### src/rtl/cpu_clock_ctrl.sv
// Programmable CPU clock divider: continuous run, single step, or halted low.
// Latency: first clk_out rise div_active+1 clk_in cycles after run/step is sampled in HALT.
// No backpressure; a new divisor only takes effect at a phase boundary or while halted.
module cpu_clock_ctrl #(
   parameter int DIV_WIDTH   = 8,
   parameter int DEFAULT_DIV = 2
) (
   input  logic                 clk_in,
   input  logic                 rst,
   input  logic [DIV_WIDTH-1:0] cfg_div,
   input  logic                 cfg_load,
   input  logic                 run,
   input  logic                 step,
   output logic                 clk_out,
   output logic                 rise,
   output logic                 cfg_ack,
   output logic [1:0]           state,
   output logic [31:0]          edge_cnt
);

   localparam logic [1:0] ST_HALT = 2'd0;
   localparam logic [1:0] ST_RUN  = 2'd1;
   localparam logic [1:0] ST_STEP = 2'd2;

   logic [DIV_WIDTH-1:0] cnt;
   logic [DIV_WIDTH-1:0] div_active;
   logic [DIV_WIDTH-1:0] pend_div;
   logic                 pend_valid;
   logic [DIV_WIDTH-1:0] cfg_div_nz;
   logic                 terminal;
   logic                 apply;

   always_comb begin
      terminal   = (cnt == div_active - DIV_WIDTH'(1));
      cfg_div_nz = (cfg_div == '0) ? DIV_WIDTH'(1) : cfg_div;
      // Divisor swaps only where cnt returns to 0, so the counter never overshoots.
      apply      = pend_valid && ((state == ST_HALT) ||
                   (((state == ST_RUN) || (state == ST_STEP)) && terminal));
   end

   always_ff @(posedge clk_in) begin
      if (rst) begin
         state      <= ST_HALT;
         cnt        <= '0;
         clk_out    <= 1'b0;
         rise       <= 1'b0;
         cfg_ack    <= 1'b0;
         edge_cnt   <= '0;
         div_active <= DIV_WIDTH'(DEFAULT_DIV);
         pend_div   <= DIV_WIDTH'(DEFAULT_DIV);
         pend_valid <= 1'b0;
      end else begin
         rise    <= 1'b0;
         cfg_ack <= 1'b0;

         if (apply) begin
            div_active <= pend_div;
            pend_valid <= 1'b0;
            cfg_ack    <= 1'b1;
         end
         // A load colliding with an apply stays pending for the next boundary.
         if (cfg_load) begin
            pend_div   <= cfg_div_nz;
            pend_valid <= 1'b1;
         end

         case (state)
            ST_HALT: begin
               cnt     <= '0;
               clk_out <= 1'b0;
               if (run)
                  state <= ST_RUN;
               else if (step)
                  state <= ST_STEP;
            end
            ST_RUN: begin
               cnt <= terminal ? '0 : cnt + DIV_WIDTH'(1);
               if (terminal) begin
                  if (clk_out) begin
                     clk_out <= 1'b0;
                  end else if (run) begin
                     clk_out  <= 1'b1;
                     rise     <= 1'b1;
                     edge_cnt <= edge_cnt + 32'd1;
                  end else begin
                     state <= ST_HALT;
                  end
               end
            end
            ST_STEP: begin
               cnt <= terminal ? '0 : cnt + DIV_WIDTH'(1);
               if (terminal) begin
                  if (!clk_out) begin
                     clk_out  <= 1'b1;
                     rise     <= 1'b1;
                     edge_cnt <= edge_cnt + 32'd1;
                  end else begin
                     clk_out <= 1'b0;
                     state   <= ST_HALT;
                  end
               end
            end
            default: begin
               state   <= ST_HALT;
               cnt     <= '0;
               clk_out <= 1'b0;
            end
         endcase
      end
   end

endmodule

### config.mk
export PLATFORM = sky130hd
export DESIGN_NAME = cpu_clock_ctrl
export DESIGN_NICKNAME = d
export VERILOG_FILES = /design/src/rtl/cpu_clock_ctrl.sv
export SDC_FILE = /design/constraint.sdc
export NUM_CORES = 1
export LEC_CHECK = 0
export ABC_CLOCK_PERIOD_IN_PS = 6560
export CAP_MARGIN = 5
export CORE_ASPECT_RATIO = 0.7
export CORE_MARGIN = 2
export CORE_UTILIZATION = 58
export DETAILED_ROUTE_END_ITERATION = 10
export PLACE_DENSITY = 0.85
export RECOVER_POWER = 100
export SYNTH_ARGS = -nofsm -noshare
export SYNTH_HDL_FRONTEND = slang
export SYNTH_SLANG_ARGS = --single-unit
### constraint.sdc
create_clock -name clk_in -period 6.56 [get_ports clk_in]
set_input_delay 0.984 -clock clk_in [delete_from_list [all_inputs] [get_ports clk_in]]
set_output_delay 0.984 -clock clk_in [all_outputs]
set_load 0.03 [all_outputs]
==> results of run 1 <==
report_power, final:
part	internal [mW]	switching, mW
Sequential	0.388	0.0140
Combinational	0.0500	0.0776
Clock	0.194	0.144
cells by family after synthesis:
kind of cell	after synthesis
buffers and inverters	41
adder cells (fa/ha/maj)	6
AND/OR/NAND/NOR	151
AO/OA/AOI/OAI	84
multiplexers	13
XOR/XNOR	16
flip-flops	62
how the worst max path moves through the flow:
stage	cells after the start	slack, ns	end
floorplan	13	3.95	edge_cnt[18]$_SDFFE_PP0P_
global placement	7	3.37	edge_cnt[30]$_SDFFE_PP0P_
detailed placement	7	3.27	edge_cnt[30]$_SDFFE_PP0P_
CTS	9	3.39	edge_cnt[21]$_SDFFE_PP0P_
global route	4	2.29	cnt[7]$_SDFF_PP0_
finish	4	2.63	cnt[5]$_SDFF_PP0_
routing by layer:
layer / vias up / GRT usage, % / part of all wire, %
met1: 1347 / 33.2 / 49
met2: 71 / 40.3 / 45
li1: 1436 / - / -
met5: - / 0 / 0
met4: 0 / 5.51 / 0.83
met3: 8 / 8.10 / 5.1
area by class of cell:
| cell class | instances | area [sq um] |
|---|---|---|
| inverter | 20 | 75.1 |
| fill | 427 | 1440 |
| multi-input combinational | 270 | 1750 |
| clock buffer | 12 | 155 |
| tap | 72 | 90.1 |
| timing repair buffer | 49 | 484 |
| sequential | 62 | 1240 |
| clock inverter | 4 | 45.0 |
state kept, by name, indices dropped and copies added, names as in the netlist:
register	flops
edge_cnt	32
cnt	8
div_active	8
pend_div	8
state	2
cfg_ack	1
clk_out	1
pend_valid	1
rise	1
through the flow:
| step | cells | power (mW) | hold slack, ns | cell area (sq um) | setup slack (ns) |
|---|---|---|---|---|---|
| after floorplan | 373 | 0.509 | 0.442 | 3200 | 3.95 |
| after global placement | 473 | 0.537 | 0.462 | 3670 | 3.37 |
| after detailed placement | 473 | 0.541 | 0.468 | 3670 | 3.27 |
| after CTS | 489 | 0.877 | 0.478 | 3870 | 3.39 |
| after global routing | 489 | 0.902 | 0.488 | 3840 | 2.29 |
| final | 489 | 0.868 | 0.476 | 3840 | 2.63 |
synthesized netlist by cell type, types with 3 or more instances:
cell type,number
or4_1,9
nand3_1,14
nor2b_1,4
a211oi_1,3
and3_1,9
mux2i_1,9
nand3b_1,9
nand2_1,21
a21oi_1,32
nor2_1,33
o21ai_0,17
nor3_1,6
a31oi_1,3
o211ai_1,6
buf_2,6
nor4_1,3
ha_1,6
o31ai_1,4
xnor2_1,8
or3_1,11
inv_1,20
clkbuf_1,12
or2_2,3
nand4_1,8
xor2_1,8
and4_1,3
o41ai_1,3
o21bai_1,3
mux2_2,4
dfxtp_1,62
worst max-delay path, cell delays in order:
cell and delay [ns]:
clkbuf_1 1.64, inv_1 0.82, nand3_1 0.60, nor2_1 0.10
==> impl_results.md, run 1 <==
- Status: complete, but fails checks
- Failing checks: capacitance limit, slew limit
- Mux cell area share after synthesis: 4.23%
- Xor/xnor share of the synthesized area: 4.38%
- Post-CTS sizing: 0
- Pwr/cell area: 226 nW/um^2
- Gr usage total: 25.0%
- Worst Hold Class: reg2reg
- Max_cap viols: 1
- Total CTS buffers: 9
- Main area contributors after synthesis: dfxtp_1, a21oi_1, nor2_1, mux2i_1, o21ai_0
- Share of layout cells above drive strength 1: 7.19%
- CP Class: in2reg
- Syn Area/Cell: 8.57 sq um
- Routed len/inst: 14.9 microns
- Vias: 2,862
- Fin util: 72.7%
- Ports: 50
- DRT Pass-1 Iters: 5
- Tightest Pin Transition: 2.34 ns
- RSZ-0062 raised after global routing: no
- Final hold vios: 0
- Antenna cell count: 0
- Initial antenna violation count: 0
- Maximum VDD drop: 177 uV
- Sum of negative setup slack: 0 ns
- Flop-to-flop setup slack: 2.70 ns
- Global-route wire length before repair: 12.1 mm
- Worst reg-to-reg path cell count: 9
- Worst r2r src: div_active[0]$_SDFFE_PP0P_
- Post-Route WL: 7.26 mm
- Cells after synthesis: 373
- Leak pwr: 1.50 nW
- GPL Wtd Cong: 0.831
- Antenna Nets Post-Route: 0
- EDFF count, synth: 0
- Hold Path Cell Cnt: 2
- Post-route minimum period: 3.93 ns
- Fin. max-slew vios: 57
- Clk_lat worst skew: 0.34 ns
- Maximum number of pins on one net before global-route repair: 57
- Post-Synth Adder-Cell Area: 2.35%
- Commonest non-fill, non-tap cell in the layout: dfxtp_1
- Worst setup SP type: primary input
- Mapped cell area: 3200 sq um
- Die Span X: 92.8 microns
- Nets: 431
- TritonCTS clock tree: built
- Clock-pin slew on the worst setup and hold paths: 0.07 ns
- Register area share after synthesis: 38.8%
- Crit-path max FO: 56
- Worst Hold Endpoint: edge_cnt[31]$_SDFFE_PP0P_
- Async S/R FF share, synth: 0%
- Largest family of logic cells by synthesized area: simple AND/OR/NAND/NOR gates
- Fmax: 254 MHz
- Core area: 5290 sq um
- Setup crit end kind: register
- Crit path launch: rst
- Starting Density: 60.5%
- Top FF cell, synth: dfxtp_1
- Clock sink count: 62
- Post-synth top area share: 38.8%
- CTS Buffer Depth: 2
- Vias in the first global route: 2,578
- Via density: 5.85
- DRC Markers: 0
- Root Buffer: clkbuf_8
- IO Port Bufs: 49
- DRT iter0 DRCs: 172
- # rows: 22
- Post-CTS Setup Inserts: 0
- Required time of the worst setup path: 6.78 ns
- Yosys warns: 0
- Setup violators final: 0
- DIE AREA: 6130 sq um
- Synthesis-to-finish area growth: 20.2%
- H-tree Lvls: 3
- Distinct cell type count after synthesis: 55
- Most frequent cells in the layout: dfxtp_1, dlygate4sd3_1, nor2_1
- Complex-gate fraction of the synthesized area: 16.6%
- Syn nets: 392
- Worst clock skew: 0.00496 ns
- CP arrival: 4.15 ns
- Hpwl dp: 4.99 mm
- Grt total ovfl: 0
- Simple-Gate Fraction of Synth Area: 28.1%
- Hold Startpoint: edge_cnt[31]$_SDFFE_PP0P_
- Slew Limit Headroom: -55.7%
- R2R Path End: edge_cnt[23]$_SDFFE_PP0P_
- Synth area leader: dfxtp_1
- Final period util: 59.9%
- CTS Hold Bufs: 0
- #FFs+latches synth: 62
- Die Y: 66.1 microns
(Power assumes the default switching activity.)
==> inputs of run 2 (changes only) <==
Settings changed: ABC_CLOCK_PERIOD_IN_PS 6560 to 3350, CORE_UTILIZATION 58 to 48, PLACE_DENSITY 0.85 to 0.75.
Clock period 6.56 ns to 3.35 ns, I/O delays scaled along.
==> run 2 against run 1 <==
The run now ends clean. Combinational power is 100% higher. Total power is 110% higher. First-iteration DRC count rose by 19%. Sequential share of layout area fell by 0.72 points. Largest cell class unchanged.
==> impl_results.md, run 2 (same netlist as run 1, synthesis figures left out) <==
- Status: finished clean
- Sw frac: 28.1%
- Clock-pin slew on the worst setup and hold paths: 0.08 ns
- H-tree Lvls: 3
- DIE AREA: 7340 sq um
- Worst setup SP type: register
- Share of layout cells above drive strength 1: 8.83%
- CTS Hold Bufs: 0
- Hpwl dp: 5.02 mm
- Crit-path max FO: 25
- Logic pwr share: 14.5%
- Slew Limit Headroom: 30.1%
- DRT iter0 DRCs: 204
- Grt total ovfl: 0
- Initial antenna violation count: 0
- Fin. max-slew vios: 0
- DRT Pass-1 Iters: 4
- Multi-input gate area: 1780 sq um
- Commonest non-fill, non-tap cell in the layout: dfxtp_1
- Antenna cell count: 0
- Synthesis-to-finish area growth: 22.9%
- CTS Buffer Depth: 2
- Global-route wire length before repair: 12.2 mm
- Root Buffer: clkbuf_8
- Die Y: 72.3 microns
- Final hold vios: 0
- Sum of negative setup slack: 0 ns
- Flop pwr share: 44.1%
- Clk_lat worst skew: 0.35 ns
- Antenna Nets Post-Route: 0
- Clock sink count: 62
- Setup violators final: 0
- Max_cap viols: 0
- Design area: 3930 sq um
- Max FFs per register: 32
- Non-filler instance count after layout: 510
- Clock Power Share: 41.3%
- Starting Density: 50.5%
- Die Span X: 102 microns
- Post-Route WL: 7.14 mm
- CP Class: reg2reg
- Layout fillers: 544
- Int Pwr: 1.28 mW
- Largest Register: edge_cnt
- Overall power: 1.78 mW
- IO Port Bufs: 49
- Maximum number of pins on one net before global-route repair: 56
- Core area: 6340 sq um
- Worst clock skew: 0.00879 ns
- Leak pwr: 1.52 nW
- Tightest Pin Transition: 1.04 ns
- Setup crit end kind: register
- GPL Wtd Cong: 0.836
- Storage cell area: 1240 sq um
- Gr usage total: 21.1%
- Placed Cells incl. Taps: 494
- Ports: 50
- CP arrival: 3.31 ns
- Maximum VDD drop: 291 uV
- Routed len/inst: 14.0 microns
- # rows: 24
- Worst Hold Class: reg2reg
- RSZ-0062 raised after global routing: no
- Vias in the first global route: 2,573
- Required time of the worst setup path: 3.62 ns
- Pwr/cell area: 454 nW/um^2
- Via density: 5.54
- Post-DP Area: 3710 sq um
- Total CTS buffers: 9
- Nets: 433
- Vias: 2,823
- Psw: 0.501 mW
- Post-CTS sizing: 0
- Fmax: 329 MHz
- TritonCTS clock tree: built
- DRC Markers: 0
- Post-route minimum period: 3.04 ns
- Post-CTS Setup Inserts: 0
- Final period util: 90.7%
- Most frequent cells in the layout: dfxtp_1, dlygate4sd3_1, nor2_1
==> run 2: changes by cell type in the layout (fill, tap and decap cells not counted), sizes merged <==
cell	change
clkbuf	-4
buf	+3
clkinvlp	+2
bufinv	+1
clkinv	-1
inv	+1
==> run 2: area by class of cell <==
type	count	area share, %
Tap cell	91	2.90
Multi-Input combinational cell	270	45.3
Clock inverter	7	2.48
Sequential cell	62	31.6
Timing Repair Buffer	51	12.7
Inverter	20	1.91
Clock buffer	9	3.15
==> run 2: path summary, 6_finish.rpt <==
kind	slack [ns]	cells after the start	start	endpoint
worst min-delay path	0.49	2	edge_cnt[31]$_SDFFE_PP0P_	edge_cnt[31]$_SDFFE_PP0P_
worst max register to register	0.31	9	div_active[0]$_SDFFE_PP0P_	edge_cnt[23]$_SDFFE_PP0P_
worst max-delay path	0.31	9	div_active[0]$_SDFFE_PP0P_	edge_cnt[23]$_SDFFE_PP0P_
worst min register to register	0.49	2	edge_cnt[31]$_SDFFE_PP0P_	edge_cnt[31]$_SDFFE_PP0P_
==> run 2: power groups by stage <==
| stage | combinational [mW] | sequential, mW | clock, mW |
|---|---|---|---|
| final | 0.259 | 0.787 | 0.737 |
| after floorplan | 0.189 | 0.808 | 0 |
| after detailed placement | 0.259 | 0.804 | 0 |
| after global placement | 0.255 | 0.803 | 0 |
| after global routing | 0.290 | 0.792 | 0.783 |
| after CTS | 0.261 | 0.787 | 0.750 |
==> run 2: critical path, cell delays in order, from the launching register on <==
cell	delay, ns
dfxtp_1	0.50
inv_1	0.08
ha_1	0.31
xnor2_1	0.16
o2bb2ai_1	0.14
a2111oi_2	0.35
o311a_1	0.36
nand4_4	0.33
or4_1	0.57
a21oi_1	0.16
==> run 2: metal layers <==
layer,wire length [microns],vias to the layer above,global-route usage [%]
li1,-,1440,-
met1,3740,1314,31.5
met2,3010,61,29.2
met3,293,8,5.39
met4,99,0,7.36
met5,0,-,0
==> run 2: metrics by stage <==
| stage | hold WS, ns | utilization [%] | setup WS [ns] |
|---|---|---|---|
| 2_1_floorplan | 0.442 | - | 0.737 |
| 3_3_place_gp | 0.461 | 58.6 | 0.451 |
| 3_5_place_dp | 0.488 | 58.6 | 0.324 |
| 4_1_cts | 0.497 | 62.0 | 0.307 |
| 5_1_grt | 0.525 | 62.0 | 0.0520 |
| 6_report | 0.491 | 62.0 | 0.311 |
